## src/rtl/tpose_pkg.sv

```systemverilog
// tpose_pkg: shared types for the streaming ping-pong transposer.
// Bank lifecycle, output flag layout and row-index sizing.
package tpose_pkg;

  typedef enum logic [1:0] {
    BANK_EMPTY,
    BANK_FILLING,
    BANK_FULL,
    BANK_DRAINING
  } bank_state_e;

  localparam int SF_V = 0;
  localparam int SF_E = 1;
  localparam int SF_W = 2;

  function automatic int idx_w(input int n);
    return $clog2(n) + 1;
  endfunction

endpackage

```

## src/rtl/tpose_bank.sv

```systemverilog
// tpose_bank: one N x N transpose buffer with row write, column read.
// Rows beyond the written count read as zero via the rows mask.
module tpose_bank
  import tpose_pkg::*;
#(
  parameter  int W  = 16,
  parameter  int N  = 8,
  localparam int CW = $clog2(N),
  localparam int IW = idx_w(N)
) (
  input  logic           clk,
  input  logic           rst_n,
  input  logic           wr_en,
  input  logic           wr_last,
  input  logic [CW-1:0]  wr_row,
  input  logic [N*W-1:0] wr_data,
  input  logic           seal,
  input  logic           rd_go,
  input  logic           rd_done,
  input  logic [CW-1:0]  rd_col,
  output bank_state_e    state,
  output logic [IW-1:0]  rows,
  output logic           eos,
  output logic [N*W-1:0] rd_data
);

  logic [W-1:0] mem [N][N];

  // Storage is never cleared; stale rows are hidden by rows.
  always_ff @(posedge clk) begin
    if (wr_en) begin
      for (int i = 0; i < N; i++)
        mem[wr_row][i] <= wr_data[i*W +: W];
    end
  end

  always_ff @(posedge clk or negedge rst_n) begin
    if (!rst_n) begin
      state <= BANK_EMPTY;
      rows  <= '0;
      eos   <= 1'b0;
    end else if (rd_done) begin
      state <= BANK_EMPTY;
      rows  <= '0;
      eos   <= 1'b0;
    end else if (rd_go) begin
      state <= BANK_DRAINING;
    end else if (seal) begin
      state <= BANK_FULL;
      eos   <= 1'b1;
    end else if (wr_en) begin
      rows  <= {1'b0, wr_row} + IW'(1);
      state <= wr_last ? BANK_FULL : BANK_FILLING;
    end
  end

  always_comb begin
    rd_data = '0;
    for (int i = 0; i < N; i++) begin
      if (IW'(i) < rows)
        rd_data[i*W +: W] = mem[i][rd_col];
    end
  end

endmodule

```

## src/rtl/tpose_stream_pp.sv

```systemverilog
// tpose_stream_pp: streaming N x N transposer, rows in, columns out.
// TPOSE_PINGPONG_EN selects two banks; otherwise a single bank.
module tpose_stream_pp
  import tpose_pkg::*;
#(
  parameter int W = 16,
  parameter int N = 8
) (
  input  logic           clock,
  input  logic           reset,
  input  logic [N*W-1:0] a_d,
  input  logic [N-1:0]   a_e,
  input  logic [N-1:0]   a_v,
  output logic [N-1:0]   a_b,
  output logic [N*W-1:0] b_d,
  output logic [N-1:0]   b_e,
  output logic [N-1:0]   b_v,
  input  logic [N-1:0]   b_b
);

  localparam int CW = $clog2(N);
  localparam int IW = idx_w(N);
`ifdef TPOSE_PINGPONG_EN
  localparam int NB = 2;
`else
  localparam int NB = 1;
`endif
  localparam logic PP = (NB == 2);

  logic            fill_sel;
  logic            drain_sel;
  logic [CW-1:0]   wr_row;
  logic [IW-1:0]   rd_col;
  logic [SF_W-1:0] flags;
  logic [N*W-1:0]  out_d;

  bank_state_e     bst   [NB];
  logic [IW-1:0]   brows [NB];
  logic            beos  [NB];
  logic [N*W-1:0]  bcol  [NB];

  bank_state_e     f_st;
  bank_state_e     d_st;
  logic [IW-1:0]   d_rows;
  logic            d_eos;
  logic [N*W-1:0]  d_col;

  logic stall;
  logic acc;
  logic eos_row;
  logic row_go;
  logic row_last;
  logic load;
  logic have;
  logic emit;
  logic eos_col;
  logic last;

  for (genvar b = 0; b < NB; b++) begin : g_bank
    logic mine_f;
    logic mine_d;
    assign mine_f = (fill_sel == 1'(b));
    assign mine_d = (drain_sel == 1'(b));
    tpose_bank #(.W(W), .N(N)) u_bank (
      .clk     (clock),
      .rst_n   (reset),
      .wr_en   (row_go && mine_f),
      .wr_last (row_last),
      .wr_row  (wr_row),
      .wr_data (a_d),
      .seal    (eos_row && mine_f),
      .rd_go   (emit && mine_d),
      .rd_done (emit && last && mine_d),
      .rd_col  (rd_col[CW-1:0]),
      .state   (bst[b]),
      .rows    (brows[b]),
      .eos     (beos[b]),
      .rd_data (bcol[b])
    );
  end

  if (NB == 2) begin : g_pp
    assign f_st   = fill_sel  ? bst[1]   : bst[0];
    assign d_st   = drain_sel ? bst[1]   : bst[0];
    assign d_rows = drain_sel ? brows[1] : brows[0];
    assign d_eos  = drain_sel ? beos[1]  : beos[0];
    assign d_col  = drain_sel ? bcol[1]  : bcol[0];
  end else begin : g_sp
    assign f_st   = bst[0];
    assign d_st   = bst[0];
    assign d_rows = brows[0];
    assign d_eos  = beos[0];
    assign d_col  = bcol[0];
  end

  always_comb begin
    stall    = !(f_st inside {BANK_EMPTY, BANK_FILLING});
    acc      = (&a_v) && !stall;
    eos_row  = acc && (|a_e);
    row_go   = acc && !eos_row;
    row_last = &wr_row;
    load     = !flags[SF_V] || !(|b_b);
    have     = d_st inside {BANK_FULL, BANK_DRAINING};
    emit     = load && have;
    // Column index N is the trailing EOS column.
    eos_col  = (d_rows == '0) || (rd_col == IW'(N));
    last     = eos_col || ((rd_col == IW'(N-1)) && !d_eos);
  end

  always_ff @(posedge clock or negedge reset) begin
    if (!reset) begin
      fill_sel  <= 1'b0;
      drain_sel <= 1'b0;
      wr_row    <= '0;
      rd_col    <= '0;
      flags     <= '0;
      out_d     <= '0;
    end else begin
      if (eos_row || (row_go && row_last)) begin
        wr_row   <= '0;
        fill_sel <= fill_sel ^ PP;
      end else if (row_go) begin
        wr_row <= wr_row + CW'(1);
      end
      if (emit) begin
        rd_col <= last ? '0 : rd_col + IW'(1);
        if (last)
          drain_sel <= drain_sel ^ PP;
      end
      if (load) begin
        flags[SF_V] <= have;
        flags[SF_E] <= have && eos_col;
        out_d       <= (have && !eos_col) ? d_col : '0;
      end
    end
  end

  assign a_b = {N{stall}};
  assign b_v = {N{flags[SF_V]}};
  assign b_e = {N{flags[SF_E]}};
  assign b_d = out_d;

endmodule

```

## config.mk

```make
export PLATFORM = sky130hd
export DESIGN_NAME = tpose_stream_pp
export DESIGN_NICKNAME = d
export VERILOG_FILES = /design/src/rtl/tpose_pkg.sv /design/src/rtl/tpose_bank.sv /design/src/rtl/tpose_stream_pp.sv
export SDC_FILE = /design/constraint.sdc
export NUM_CORES = 1
export LEC_CHECK = 0
export BUFFER_PORTS_ARGS = -buffer_cell sky130_fd_sc_hd__clkbuf_2
export CAP_MARGIN = 30
export CORE_ASPECT_RATIO = 0.5
export CORE_UTILIZATION = 55
export DETAILED_ROUTE_END_ITERATION = 10
export GPL_TIMING_DRIVEN = 1
export PLACE_DENSITY = 0.74
export SLEW_MARGIN = 10
export SYNTH_ARGS = -nofsm -noshare
export SYNTH_HDL_FRONTEND = slang
export SYNTH_HIERARCHICAL = 1
export SYNTH_SLANG_ARGS = --single-unit
```

## constraint.sdc

```tcl
create_clock -name clock -period 34.2 [get_ports clock]
set_input_delay 1.71 -clock clock [delete_from_list [all_inputs] [get_ports clock]]
set_output_delay 1.71 -clock clock [all_outputs]
set_load 0.05 [all_outputs]
```

==> results of run 1 <==
[routing by layer]
metal	global-route usage [%]	vias to the layer above	part of all wire (%)
met2	40.0	1145	48
met3	6.28	153	9.3
met1	37.0	11957	41
met4	7.12	0	2.4
li1	-	9336	-
met5	0	-	0
[sequential cells by signal, summed over array words and instances (netlist names)]
name / cells
g_bank.u_bank/eos: 1
g_bank.u_bank/mem: 1024
rd_col: 4
flags: 2
b_d: 128
g_bank.u_bank/state: 1
g_bank.u_bank/rows: 4
wr_row: 3
[power breakdown]
group,internal [W],leakage [nW],switching (W)
combinational,0.0000144,4.35,0.0000765
sequential,0.00155,11.2,0.00000376
clock,0.000635,1.57,0.000498
total,0.00220,17.1,0.000579
[worst max path at each step]
| stage | start | end | slack, ns | cells after the start |
|---|---|---|---|---|
| CTS | a_v[7] | g_bank[0].u_bank/mem[6][25] | 29.18 | 8 |
| global route | a_v[7] | g_bank[0].u_bank/mem[6][25] | 28.91 | 8 |
| detailed placement | a_v[7] | g_bank[0].u_bank/mem[6][105] | 28.49 | 8 |
| floorplan | a_v[7] | g_bank[0].u_bank/mem[0][0] | 21.85 | 6 |
| global placement | a_v[7] | g_bank[0].u_bank/mem[6][105] | 28.62 | 8 |
| finish | a_v[7] | g_bank[0].u_bank/mem[6][105] | 29.07 | 8 |
[cell usage in the layout (no fill, tap or decap), types with 9 or more instances in the layout]
cell and count:
mux4_2 202, nor3_1 22, clkinv_2 16, a211oi_1 18, edfxtp_1 1024, mux2i_1 17
clkbuf_16 98, o22ai_1 38, a221oi_1 16, inv_1 54, nor2_1 10, mux2_2 77
nand2_1 9, o21ai_0 41, nor2b_1 16, clkbuf_8 9, buf_4 39, dfrtp_1 140
buf_16 16, bufinv_16 11, clkbuf_2 304, a22o_1 207, clkbuf_1 33
[cell type report]
cell class                      count  area [um^2]  share of cell area [%]
Sequential cell                  1167        34300                    68.1
Multi-Input combinational cell    737         9000                    17.9
Clock buffer                      140         2700                    5.36
Timing Repair Buffer              361         2290                    4.54
Tap cell                         1087         1360                    2.70
Clock inverter                     39          514                    1.02
Inverter                           54          203                   0.402
Antenna cell                        1         2.50                 0.00496
[stage by stage]
step | total power (W) | cell area [um^2] | hold WS [ns]
6_report | 0.00278 | 50400 | 0.504
5_1_grt | 0.00284 | 50400 | 0.522
4_1_cts | 0.00279 | 50100 | 0.509
3_5_place_dp | 0.00168 | 46900 | 0.491
3_3_place_gp | 0.00168 | 46700 | 0.488
2_1_floorplan | 0.00164 | 44300 | 0.463
[worst max-delay path, cell delays in order]
cell and delay, ns:
clkbuf_2 0.08, nand4_1 0.08, or4b_2 0.72, nor2_1 0.49
nand2_1 0.31, nor2_4 0.45, buf_4 0.67, buf_4 0.74
==> out/metrics.csv, run 1 <==
metric,value,unit
status,finished clean,
clock latency on the worst-skew pair,0.68,ns
residual DRC count,0,
Worst Tran Pin Value,1.08,ns
fraction of layout cells with a size suffix above 1,32.5,%
nets,2576,
Die H,203,um
Final GP Congestion,0.790,
clk sinks,1167,
Placeable Area,0.0796,mm^2
Fmax,195,MHz
Mapped Cells,2101,
Detail Route Antenna Nets,0,
initial antenna violation count,1,
Final min period,5.13,ns
Total Wirelength,105,mm
R2R Setup Slk,29.49,ns
total track usage,25.8,%
R2R Path Start,rd_col[1],
reg2reg end,b_d[120],
Ys Warns,6,
Filler cells,5204,
Post-Syn Area,0.0443,mm^2
leakage power,17.1,nW
critical path arrival,5.42,ns
PD cells,55.1,mW/mm^2
Critical Path Sink Type,register,
Synth Area per Inst,21.1,um^2
Final Non-Filler Cells,3586,
Placement Rows,73,
TritonCTS clock tree,yes,
Total Negative Setup Slacks,0,ns
syn nets,2260,
RSZ-0062 raised after global routing,no,
post-cts hold buffer count,0,
critical path peak fanout,57,
"Core Util, Final",63.4,%
setup bufs post-CTS,0,
total global routing overflow,0,
vias in the first global route,22329,
Post-Place Worst Slack,28.49,ns
"CTS clk-pin slew, worst paths",0.06,ns
Via density,6.30,
Detailed Routing Iterations Pass 1,5,
die area,0.0817,mm^2
first-pass GRT wire length,152,mm
Worst Hold End,b_d[122],
max_slew headroom,28.3,%
P&R area growth vs syn,13.8,%
Final setup viols,0,
crit path launch type,primary input,
CP Class,in2reg,
maxcap violations,0,
Fin. Hold Viols,0,
data required time at the worst endpoint,34.49,ns
min-delay src,b_d[122],
CTS Buffer Depth,3,
root buf cell,clkbuf_16,
"crit path setup slack, layout",29.07,ns
DR iter-0 viols,2880,
min-delay worst type,reg2reg,
placed insts,3395,
skew final,0.0296,ns
DIE WIDTH,403,um
Max VDD drop,49.8,uV
# port buffers,305,
I/O Pins,306,
WHS Path Cells,1,
R2R depth,7,
CTS Buf Count,96,
largest net degree at the start of global routing,81,
routed len/inst,29.3,um
post-cts sizing count,0,
"Slew Viols, Final",0,
H-Tree Depth,3,
Via Count,22591,
hpwl dp,61.7,mm
initial core utilization,55.7,%
fin crit share,15.0,%
Power figures use the tool's default switching activity.
==> inputs of run 2 (changes only) <==
--- a/config.mk
+++ b/config.mk
@@ -8,10 +8,10 @@
 export BUFFER_PORTS_ARGS = -buffer_cell sky130_fd_sc_hd__clkbuf_2
 export CAP_MARGIN = 30
 export CORE_ASPECT_RATIO = 0.5
-export CORE_UTILIZATION = 55
+export CORE_UTILIZATION = 54
 export DETAILED_ROUTE_END_ITERATION = 10
 export GPL_TIMING_DRIVEN = 1
-export PLACE_DENSITY = 0.74
+export PLACE_DENSITY = 0.75
 export SLEW_MARGIN = 10
 export SYNTH_ARGS = -nofsm -noshare
 export SYNTH_HDL_FRONTEND = slang
==> constraint.sdc (replaced) <==
create_clock -name clock -period 4.35 [get_ports clock]
set_input_delay 0.2175 -clock clock [delete_from_list [all_inputs] [get_ports clock]]
set_output_delay 0.2175 -clock clock [all_outputs]
set_load 0.05 [all_outputs]
==> out/metrics.csv, run 2 (same netlist as run 1, synthesis figures left out) <==
metric,value,unit
Via density,6.23,
# port buffers,305,
fraction of layout cells with a size suffix above 1,31.3,%
fin crit share,70.7,%
crit path launch type,register,
CP max-delay cell,nor3_4,
Max VDD drop,391,uV
min-delay worst type,in2reg,
met2 usage,41.2,%
internal power,0.0172,W
routed len/inst,28.3,um
Die H,205,um
CP top delay family,simple AND/OR/NAND/NOR gates,
placed insts,3406,
first-pass GRT wire length,153,mm
switching power,0.00458,W
Fin. Hold Viols,0,
PD cells,422,mW/mm^2
GRT Max-Usage Layer,met2,
Biggest register,g_bank.u_bank/mem,
met1 Track Usage GR,34.9,%
Placement Rows,73,
Fmax,325,MHz
"CTS clk-pin slew, worst paths",0.07,ns
skew final,0.0311,ns
most frequent cells in the layout,"edfxtp_1, clkbuf_2, a22o_1",
CP peak stage delay,0.84,ns
hpwl dp,62.4,mm
Comb power frac,3.7,%
"Slew Viols, Final",0,
met3 GRT Util,5.70,%
Final min period,3.07,ns
nets,2706,
initial antenna violation count,0,
Filler cells,5128,
CTS Buf Count,96,
Worst Tran Pin Value,1.07,ns
Ant. Diodes,0,
min-delay src,a_v[1],
die area,0.0832,mm^2
CP Launch Point,g_bank[0].u_bank/state[1],
Seq pwr share,56.0,%
Final GP Congestion,0.796,
post-cts sizing count,0,
Detail Route Antenna Nets,0,
sw frac,21.0,%
total track usage,25.6,%
critical path peak fanout,47,
DR iter-0 viols,2538,
Detailed Routing Iterations Pass 1,5,
Final setup viols,0,
root buf cell,clkbuf_16,
"most common cell after layout, fill and taps aside",edfxtp_1,
status,finished clean,
total global routing overflow,0,
area occupied by multi-input gates,0.00900,mm^2
Critical Path Sink Type,register,
Via Count,23159,
clk sinks,1167,
leakage power,17.6,nW
Worst Path Buf+Inv,1,
data required time at the worst endpoint,4.69,ns
R2R Path Start,g_bank[0].u_bank/state[1],
H-Tree Depth,3,
RSZ-0062 raised after global routing,no,
critical path arrival,3.42,ns
max reg flops,1024,
DIE WIDTH,407,um
critical-path cell list,or4b_4 > nor2_4 > nand2_2 > nor3_4 > buf_12,
I/O Pins,306,
initial core utilization,55.2,%
max_slew headroom,28.9,%
Final Non-Filler Cells,3717,
TritonCTS clock tree,yes,
"Core Util, Final",64.3,%
residual DRC count,0,
clock share of power,40.3,%
largest net degree at the start of global routing,129,
Total Negative Setup Slacks,0,ns
CP Class,reg2reg,
vias in the first global route,23114,
Total Wirelength,105,mm
CTS Buffer Depth,3,
Placeable Area,0.0803,mm^2
maxcap violations,0,
P&R area growth vs syn,16.6,%
FF/Latch Area,0.0343,mm^2
clock latency on the worst-skew pair,0.68,ns
[run 2: routing by layer]
metal	vias up	share of wire, %	wire length, um
met3	197	9.5	10000
met5	-	0	0
li1	9596	-	-
met2	1266	49	51600
met1	12100	38	40100
met4	0	3.2	3400
[run 2: cell type report]
cell class / count / area share (%)
Multi-Input combinational cell: 737 / 17.4
Inverter: 54 / 0.392
Sequential cell: 1167 / 66.5
Timing Repair Buffer: 491 / 6.88
Tap cell: 1087 / 2.63
Clock inverter: 57 / 1.12
Clock buffer: 124 / 5.05
[run 2: per-stage QoR]
step | power [W] | area [um^2] | worst slack [ns] | hold slack [ns]
floorplan | 0.0129 | 44400 | -0.773 | -0.0781
global placement | 0.0132 | 47100 | 1.35 | 0.329
detailed placement | 0.0132 | 47100 | 1.28 | 0.345
CTS | 0.0219 | 51600 | 1.27 | 0.0125
global route | 0.0223 | 51600 | 1.12 | 0.0437
finish | 0.0218 | 51600 | 1.28 | 0.0431
[run 2: worst reg2reg max path, delay by kind of cell, from the launching register on]
family,cells,cell delay [ns]
and+or+nand+nor,4,1.85
DFF,1,0.53
buffers and inverters,1,0.34
[run 2: timing repair]
| action | 4_1_cts | 5_1_grt |
|---|---|---|
| endpoints found under the hold margin | 1092 | 0 |
| buffers inserted | 0 | 0 |
| hold buffers | 129 | 0 |
[run 2: worst paths after layout]
check / slack [ns] / depth (start not counted) / to
setup / recovery: 1.28 / 5 / g_bank[0].u_bank/mem[2][56]
hold / removal: 0.04 / 4 / wr_row[1]
setup reg to reg: 1.28 / 5 / g_bank[0].u_bank/mem[2][56]
min in group asynchronous: 0.22 / 2 / b_d[12]
max in group asynchronous: 2.90 / 3 / rd_col[0]
hold reg to reg: 0.51 / 1 / b_d[62]
[run 2: power by group through the flow]
stage	registers (W)	clock network (W)	logic [W]
floorplan	0.0125	0	0.000433
global placement	0.0125	0	0.000705
detailed placement	0.0125	0	0.000708
CTS	0.0122	0.00885	0.000801
global route	0.0122	0.00929	0.000844
finish	0.0122	0.00880	0.000801
